--- src/rtl/mem_pkg.sv ---
// Shared types and sizes for the cacheline <-> DRAM burst arbiter.
package mem_pkg;

   localparam int BEATS  = 4;
   localparam int BEAT_W = 64;
   localparam int LINE_W = BEATS * BEAT_W;

   typedef enum logic [2:0] {
      IDLE,
      RD_CMD,
      RD_BURST,
      WR_BURST,
      RESP
   } arb_state_t;

   typedef enum logic {
      ICACHE = 1'b0,
      DCACHE = 1'b1
   } requester_t;

endpackage

--- src/rtl/rr_arbiter2.sv ---
// Two-way round-robin grant: a lone requester wins, a tie goes to the
// requester that was not served last.
module rr_arbiter2
   import mem_pkg::*;
(
   input  logic [1:0] i_req,
   input  requester_t i_last,
   output logic       o_valid,
   output requester_t o_gnt
);

   // Pick the winner from the pending set and the previous grant.
   always_comb begin
      o_valid = |i_req;
      o_gnt   = ICACHE;
      if (i_req == 2'b11)
         o_gnt = (i_last == ICACHE) ? DCACHE : ICACHE;
      else if (i_req[1])
         o_gnt = DCACHE;
   end

endmodule

--- src/rtl/cacheline_mem_arbiter.sv ---
// Shares one 64-bit burst DRAM port between the icache (reads) and the
// dcache (reads and writebacks), one 256-bit line transaction at a time.
module cacheline_mem_arbiter #(
   parameter int BEATS  = mem_pkg::BEATS,
   parameter int ADDR_W = 32
) (
   input  logic                      clk,
   input  logic                      rst,
   // icache side
   input  logic [ADDR_W-1:0]         i_addr,
   input  logic                      i_read,
   output logic [mem_pkg::LINE_W-1:0] i_rdata,
   output logic                      i_resp,
   // dcache side
   input  logic [ADDR_W-1:0]         d_addr,
   input  logic                      d_read,
   input  logic                      d_write,
   input  logic [mem_pkg::LINE_W-1:0] d_wdata,
   output logic [mem_pkg::LINE_W-1:0] d_rdata,
   output logic                      d_resp,
   // memory side
   output logic [ADDR_W-1:0]         dfp_addr,
   output logic                      dfp_read,
   output logic                      dfp_write,
   output logic [mem_pkg::BEAT_W-1:0] dfp_wdata,
   input  logic                      dfp_ready,
   input  logic [ADDR_W-1:0]         dfp_raddr,
   input  logic [mem_pkg::BEAT_W-1:0] dfp_rdata,
   input  logic                      dfp_rvalid
);

   import mem_pkg::*;

   localparam int CNT_W = $clog2(BEATS);
   localparam int OFF_W = $clog2(LINE_W / 8);
   localparam logic [CNT_W-1:0] LAST_BEAT = CNT_W'(BEATS - 1);

   arb_state_t          r_state, w_state_nxt;
   logic [CNT_W-1:0]    r_count;
   requester_t          r_last, r_grant;
   logic [ADDR_W-1:0]   r_addr;
   logic                r_is_wr;
   logic [LINE_W-1:0]   r_wline;
   logic [LINE_W-1:0]   r_line;

   logic [1:0]          w_req;
   logic                w_gnt_vld;
   requester_t          w_gnt;
   logic                w_new_wr;
   logic [ADDR_W-1:0]   w_sel_addr;
   logic [ADDR_W-1:0]   w_line_addr;
   logic                w_beat_ok;

   // A dcache request with both read and write high is served as a write.
   assign w_req       = {d_read | d_write, i_read};
   assign w_new_wr    = (w_gnt == DCACHE) && d_write;
   assign w_sel_addr  = (w_gnt == DCACHE) ? d_addr : i_addr;
   assign w_line_addr = {w_sel_addr[ADDR_W-1:OFF_W], {OFF_W{1'b0}}};
   // Beats tagged for another address are stale traffic and are dropped.
   assign w_beat_ok   = dfp_rvalid && (dfp_raddr == r_addr);

   rr_arbiter2 u_arb (
      .i_req   (w_req),
      .i_last  (r_last),
      .o_valid (w_gnt_vld),
      .o_gnt   (w_gnt)
   );

   // State register; reset aborts any burst without a response.
   always_ff @(posedge clk) begin
      if (rst) r_state <= IDLE;
      else     r_state <= w_state_nxt;
   end

   // Next-state and output decode.
   always_comb begin
      w_state_nxt = r_state;
      dfp_read    = 1'b0;
      dfp_write   = 1'b0;
      dfp_addr    = '0;
      dfp_wdata   = '0;
      i_resp      = 1'b0;
      d_resp      = 1'b0;
      i_rdata     = '0;
      d_rdata     = '0;
      unique case (r_state)
         IDLE: begin
            if (w_gnt_vld) w_state_nxt = w_new_wr ? WR_BURST : RD_CMD;
         end
         RD_CMD: begin
            dfp_read = 1'b1;
            dfp_addr = r_addr;
            if (dfp_ready) w_state_nxt = RD_BURST;
         end
         RD_BURST: begin
            if (w_beat_ok && r_count == LAST_BEAT) w_state_nxt = RESP;
         end
         WR_BURST: begin
            dfp_write = 1'b1;
            dfp_addr  = r_addr;
            dfp_wdata = r_wline[r_count*BEAT_W +: BEAT_W];
            if (dfp_ready && r_count == LAST_BEAT) w_state_nxt = RESP;
         end
         RESP: begin
            w_state_nxt = IDLE;
            if (r_grant == ICACHE) begin
               i_resp  = 1'b1;
               i_rdata = r_line;
            end else begin
               d_resp  = 1'b1;
               d_rdata = r_is_wr ? '0 : r_line;
            end
         end
         default: w_state_nxt = IDLE;
      endcase
   end

   // Transaction latch, beat counter and line gather.
   always_ff @(posedge clk) begin
      if (rst) begin
         r_count <= '0;
         r_last  <= ICACHE;
         r_grant <= ICACHE;
         r_addr  <= '0;
         r_is_wr <= 1'b0;
         r_wline <= '0;
         r_line  <= '0;
      end else begin
         unique case (r_state)
            IDLE: begin
               r_count <= '0;
               if (w_gnt_vld) begin
                  r_grant <= w_gnt;
                  r_addr  <= w_line_addr;
                  r_is_wr <= w_new_wr;
                  r_line  <= '0;
                  if (w_new_wr) r_wline <= d_wdata;
               end
            end
            RD_CMD: r_count <= '0;
            RD_BURST: begin
               if (w_beat_ok) begin
                  r_line[r_count*BEAT_W +: BEAT_W] <= dfp_rdata;
                  r_count <= r_count + 1'b1;
               end
            end
            WR_BURST: begin
               if (dfp_ready) r_count <= r_count + 1'b1;
            end
            RESP: r_last <= r_grant;
            default: ;
         endcase
      end
   end

endmodule

--- config.mk ---
export PLATFORM = sky130hd
export DESIGN_NAME = cacheline_mem_arbiter
export DESIGN_NICKNAME = d
export VERILOG_FILES = /design/src/rtl/mem_pkg.sv /design/src/rtl/rr_arbiter2.sv /design/src/rtl/cacheline_mem_arbiter.sv
export SDC_FILE = /design/constraint.sdc
export NUM_CORES = 2
export LEC_CHECK = 0
export BUFFER_PORTS_ARGS = -buffer_cell sky130_fd_sc_hd__buf_2
export CAP_MARGIN = 20
export CORE_AREA = 2 2 409 411
export DETAILED_ROUTE_END_ITERATION = 12
export DIE_AREA = 0 0 411 413
export PLACE_DENSITY = 0.43
export SYNTH_ARGS = -nofsm -noshare
export SYNTH_HDL_FRONTEND = slang
export SYNTH_SLANG_ARGS = --single-unit
--- constraint.sdc ---
create_clock -name clk -period 4.9 [get_ports clk]
set_input_delay 0.98 -clock clk [delete_from_list [all_inputs] [get_ports clk]]
set_output_delay 0.98 -clock clk [all_outputs]
set_load 0.05 [all_outputs]
# Yosys cells after proc, flatten, opt, wreduce, memory -nomap -nowiden
# Cells that the tools add are included.
dict set report classes {
  n_addsub 2
  mul 0
  div 0
  order_cmp 0
  n_eq_ne 13
  shift 3
  muxes 30
  bitwise_logic 1
  reduce_logical 15
}
# cell count
set ops {}
lappend ops {{2-to-1 mux 256 bit} 7}
lappend ops {{case mux 256 bit (2 select lines)} 1}
lappend ops {{bitwise mux 256 bit} 1}
lappend ops {{variable shift 64 x 34 -> 256 bit, first input constant} 1}
lappend ops {{variable part select 256 x 9 -> 64 bit} 1}
lappend ops {{variable part select 64 x 34 -> 256 bit} 1}
lappend ops {{2-to-1 mux 32 bit} 2}
lappend ops {{2-to-1 mux 64 bit} 1}
lappend ops {{negation 8 -> 34 bit} 1}
lappend ops {{equality test 32 bit} 1}
lappend ops {{2-to-1 mux 3 bit} 4}
lappend ops {{case mux 3 bit (4 select lines)} 1}
lappend ops {{!= test 2 bit, second input constant} 5}
lappend ops {{2-to-1 mux 1 bit} 9}
lappend ops {{AND reduction 3 bit} 3}
lappend ops {{equality test 3 x 2 -> 1 bit, second input constant} 2}
lappend ops {{2-to-1 mux 2 bit} 3}
lappend ops {{case mux 2 bit (3 select lines)} 1}
lappend ops {{OR reduction 2 bit} 3}
lappend ops {{equality test 2 bit, second input constant} 2}
lappend ops {{logical AND 1 bit} 4}
lappend ops {{AND reduction 4 bit} 1}
lappend ops {{equality test 3 x 1 -> 1 bit, second input constant} 1}
lappend ops {{equality test 3 bit, second input constant} 1}
lappend ops {{other kinds (7)} 7}
dict set report totals {
  register_bits 547
  latchBits 0
  ramBits 0
  romBits 0
  inputBits 423
  mem_count 0
}

# Logic depth before layout (Yosys ltp)
dict set report depth {
  depth_word 7
  depth_mapped 8
  ltp_nobuf 6
}

# Modules after synthesis
# From an unflattened synthesis, not the netlist that was laid out.
dict set report unflattened {
  cells_unflattened 2684
  hier_area_um2 24068.1
}
# module instances cells_each area_per_inst_um2 seq_area_each_um2
set by_module_without_submodules {}
lappend by_module_without_submodules {cacheline_mem_arbiter 1 2682 24054.3 10950.5}
lappend by_module_without_submodules {rr_arbiter2 1 2 13.8 0.0}

# Worst setup path before layout
# Ideal clock, no wire load.
dict set report synth_timing {
  kind {reg2out}
  start {reg r_count[0]}
  end {out dfp_wdata[47] (netlist name)}
  t_arrival_ns 2.512
  required_time_ns 3.920
  setup_slack_ns 1.408
  path_stages_with_launch 6
  path_buffers 3
  cell_sequence {dfxtp_1 clkbuf_1 buf_1 buf_1 mux4_2 and2_1}
}
dict set report synth_between {
  elab_chain_cells 2
}
# element line
set synth_rtl {}
lappend synth_rtl {{from (decl)} cacheline_mem_arbiter.sv:39} ;# logic [CNT_W-1:0] r_count;
lappend synth_rtl {{from (signal assigned)} cacheline_mem_arbiter.sv:144} ;# r_count <= r_count + 1'b1;
lappend synth_rtl {{from (signal assigned)} cacheline_mem_arbiter.sv:148} ;# if (dfp_ready) r_count <= r_count + 1'b1;
lappend synth_rtl {{variable part select 256 x 9 -> 64 bit} cacheline_mem_arbiter.sv:101} ;# dfp_wdata = r_wline[r_count*BEAT_W +: BEAT_W];
lappend synth_rtl {{2-to-1 mux 64 bit} cacheline_mem_arbiter.sv:86} ;# unique case (r_state)
lappend synth_rtl {{to (decl)} cacheline_mem_arbiter.sv:25} ;# output logic [mem_pkg::BEAT_W-1:0] dfp_wdata,
# No other way between the ends.

# Final worst setup path
dict set report layout_timing {
  start {reg r_state[1]}
  end {out d_rdata[54] (netlist name)}
}
dict set report layout_between {
  elab_chain_cells 2
}
# element line
set layout_rtl {}
lappend layout_rtl {{from (decl)} cacheline_mem_arbiter.sv:38} ;# arb_state_t r_state, w_state_nxt;
lappend layout_rtl {{from (signal assigned)} cacheline_mem_arbiter.sv:72} ;# else r_state <= w_state_nxt;
lappend layout_rtl {{equality test 3 bit} cacheline_mem_arbiter.sv:86}
lappend layout_rtl {{2-to-1 mux 256 bit} cacheline_mem_arbiter.sv:86}
lappend layout_rtl {{to (decl)} cacheline_mem_arbiter.sv:19} ;# output logic [mem_pkg::LINE_W-1:0] d_rdata,
# No other way between the ends.

==> impl_metrics.toml <==
[run_status]
outcome = "completed"

[worst_setup_path]
critical_path.slowest_cell = "sky130_fd_sc_hd__nor2_4"
worstSetupStartpointType = "register"
cp-end-kind = "primary output"
worstSetupPathType = "register to primary output"
buffers_plus_inverters_on_the_worst_setup_path = 2
worstPathCellList = "nor2_1 -> nand3_1 -> nor2_4 -> buf_12 -> and2_1 -> buf_2"
worst-endpoint-required_ns = 3.92
cp.arrival_ns = 3.24
timing.critical_path.fanout_max = 99
cp_top_family = "simple AND/OR/NAND/NOR gates"
critical-path-max-stage-delay_ns = 0.72

[cts]
clock_tree_from_tritoncts = "built"
ctsResizeCount = 0
numClockSinks = 547
cts.root.buffer_cell = "sky130_fd_sc_hd__clkbuf_16"
cts_buffer_depth = 3
cts_setup_buffers = 0
clock_insertion_delay_worst_skew_ns = 0.65
clock_pin_slew_on_the_worst_setup_and_hold_paths_ns = 0.07
cts_hold_buffers_added = 0
numCtsBuffers = 69
cts.htree.levels = 3

[layout]
nFillCells = 18740
fin_cells = 6075
design_area_mm2 = 0.0349
finalNetCount = 4238
area.growth.synth_to_final_pct = 41.5
drive_above_1_share_pct = 33.6

[sta]
timing_hold_violations_final = 0
fin_worst_skew_ns = 0.0436
final.setup.tns_ns = 0
grt_setup_unrepaired = "false"
period_needed_ns = 4.22
drv_slew = 0
worst_slew_pin_slew_ns = 0.956
finalCritPeriodShare_pct = 86.1
max_freq_mhz = 237
whs_ns = 0.449
setup_viols_final = 0
relSlewSlack_pct = 36.3

[placed_design]
detailedPlacementHpwl_mm = 106
gp_routability_congestion = 0.852
buffer_ports.inserted = 1019
placedInstanceArea_mm2 = 0.0326
post-place-cells = 5943

[logic_synthesis]
synth_top_cell_area_share_pct = 44.4
syn_area_per_cell_um2 = 8.51
synth.top_cells.by_area = "sky130_fd_sc_hd__dfxtp_1 (44%), sky130_fd_sc_hd__and2_1 (15%), sky130_fd_sc_hd__nand2_1 (7.9%)"
synth_most_common_cell = "sky130_fd_sc_hd__and2_1"
synth.yosys.warnings = 0
ys_dominant_reg_cell = "sky130_fd_sc_hd__dfxtp_1"
synth_cells = 2897
synth_edf_count = 0
yosysSeqAreaShare_pct = 44.4
yosysUniqueCellTypes = 40
synth_seq_cells = 547
most_area_hungry_cell_type_in_the_yosys_netlist = "sky130_fd_sc_hd__dfxtp_1"
synth.cells.most_frequent = "sky130_fd_sc_hd__and2_1 (603), sky130_fd_sc_hd__dfxtp_1 (547), sky130_fd_sc_hd__nand2_1 (520), sky130_fd_sc_hd__a21oi_1 (265), sky130_fd_sc_hd__clkbuf_1 (231)"
synth-async-reset-ratio_pct = 0
post_synth_instance_area_mm2 = 0.0246

[routing]
drc_errors = 0
drtPass1Iterations = 5
postRouteAntennaNets = 0
routed-via-count = 24734
drtIter0Drc = 1654
post_drt_wl_per_cell_um = 22.5
routed_via_density = 4.07
finalWirelength_mm = 137

[floorplan]
core_area_mm2 = 0.166
die_ar_mm2 = 0.170
dieWidth_um = 411
floorplan.initialDensity_pct = 14.9
placement_rows = 150
floorplan.die.height_um = 413
floorplan.io_pins = 1035

[global_routing]
grt-busiest-layer = "met2"
overflow = 0
grtUsageMet3_pct = 4.34
globalRouteMet1Util_pct = 18.9
grt_start_max_net_pins = 151
gr-usage-met2_pct = 26.0
grt_antenna_before_repair = 26
via_count_of_the_first_global_routing_pass = 23627
grt_first_pass_wirelength_mm = 186
grt_usage_pct = 15.3

[power]
p_switching_mw = 4.02
pwr_density_cell_mw_per_mm2 = 363
clkPwrFrac_pct = 40.7
cellLeakagePower_nw = 15.3
p_int_mw = 8.65
sequentialPowerShare_pct = 40.5
worst_ir_drop_vdd_mv = 0.226
switching_share_pct = 31.7
p_comb_share_pct = 18.8

[job]
cap_violations = 0

[min_path]
timing.hold.worst.class = "register to register"
## stage by stage
step           power [mW]  setup WS, ns  util, %
5_1_grt              13.3         0.458     21.0
2_1_floorplan        6.58          1.41        -
6_report             12.7         0.679     21.0
3_5_place_dp         7.63          1.15     19.6
3_3_place_gp         7.60          1.15     19.6
4_1_cts              12.9         0.571     21.0
## worst register-to-register path, stage by stage (launching register included)
cell,delay (ns)
sky130_fd_sc_hd__dfxtp_4,0.92
sky130_fd_sc_hd__inv_1,0.30
sky130_fd_sc_hd__ha_1,0.44
sky130_fd_sc_hd__or3_1,0.38
sky130_fd_sc_hd__a2111o_2,0.43
sky130_fd_sc_hd__buf_12,0.17
sky130_fd_sc_hd__o21ai_0,0.47
## per-layer routing
layer	wire [µm]	part of all wire (%)
met5	69	0.050
met4	3260	2.4
met3	11900	8.7
met2	66400	48
met1	55300	40
## layout make-up
class	count	area, µm²	area share (%)
inverters	70	263	0.754
clock inverters	24	279	0.800
well taps	2204	2760	7.91
repair buffers	1104	6070	17.4
flip-flops and latches	547	11000	31.4
clock buffers	97	1970	5.66
diodes	11	27.5	0.0790
multi-input cells	2018	12500	35.9
## final timing paths
kind                 from            to  slack (ns)  cells after the start
max            r_state[1]   d_rdata[54]        0.68                      6
min          r_wline[174]  r_wline[174]        0.45                      2
max reg2reg    r_count[1]   r_line[243]        1.69                      6
min reg2reg  r_wline[174]  r_wline[174]        0.45                      2
## cells in the final DEF, fill, tap and decap left out, drive strengths merged, types with 14 or more instances in the layout
| cell type | count |
|---|---|
| a21oi | 265 |
| nand2 | 521 |
| inv | 75 |
| buf | 1104 |
| clkinv | 14 |
| mux4 | 64 |
| dfxtp | 547 |
| clkbuf | 97 |
| nor2 | 43 |
| xnor2 | 26 |
| mux2i | 28 |
| o21ai | 131 |
| a211oi | 28 |
| a32o | 128 |
| nand3 | 134 |
| and2 | 603 |
## logic make-up (layout without fill, tap and decap cells)
family | after synthesis | after routing | synth area share [%]
AND/OR/NAND/NOR | 1325 | 1325 | 27.3
AO/OA/AOI/OAI | 565 | 565 | 14.7
flip-flops | 547 | 547 | 44.4
buffers and inverters | 336 | 1295 | 5.38
multiplexers | 92 | 92 | 6.99
XOR/XNOR | 26 | 26 | 0.924
adder cells (fa/ha/maj) | 5 | 5 | 0.254
other | 1 | 16 | 0.0152
## flip-flops by register name, summed over array words and instances, names as in the netlist
signal,flops
r_line,256
r_wline,256
r_addr,27
r_state,3
r_count,2
r_grant,1
r_is_wr,1
r_last,1
## power by group through the flow
stage / Combinational, mW / Sequential [mW] / Clock (mW)
finish: 2.38 / 5.13 / 5.16
global route: 2.62 / 5.17 / 5.50
CTS: 2.42 / 5.12 / 5.33
floorplan: 1.49 / 5.09 / 0
global placement: 2.40 / 5.21 / 0
detailed placement: 2.41 / 5.22 / 0
(Power assumes the default switching activity.)
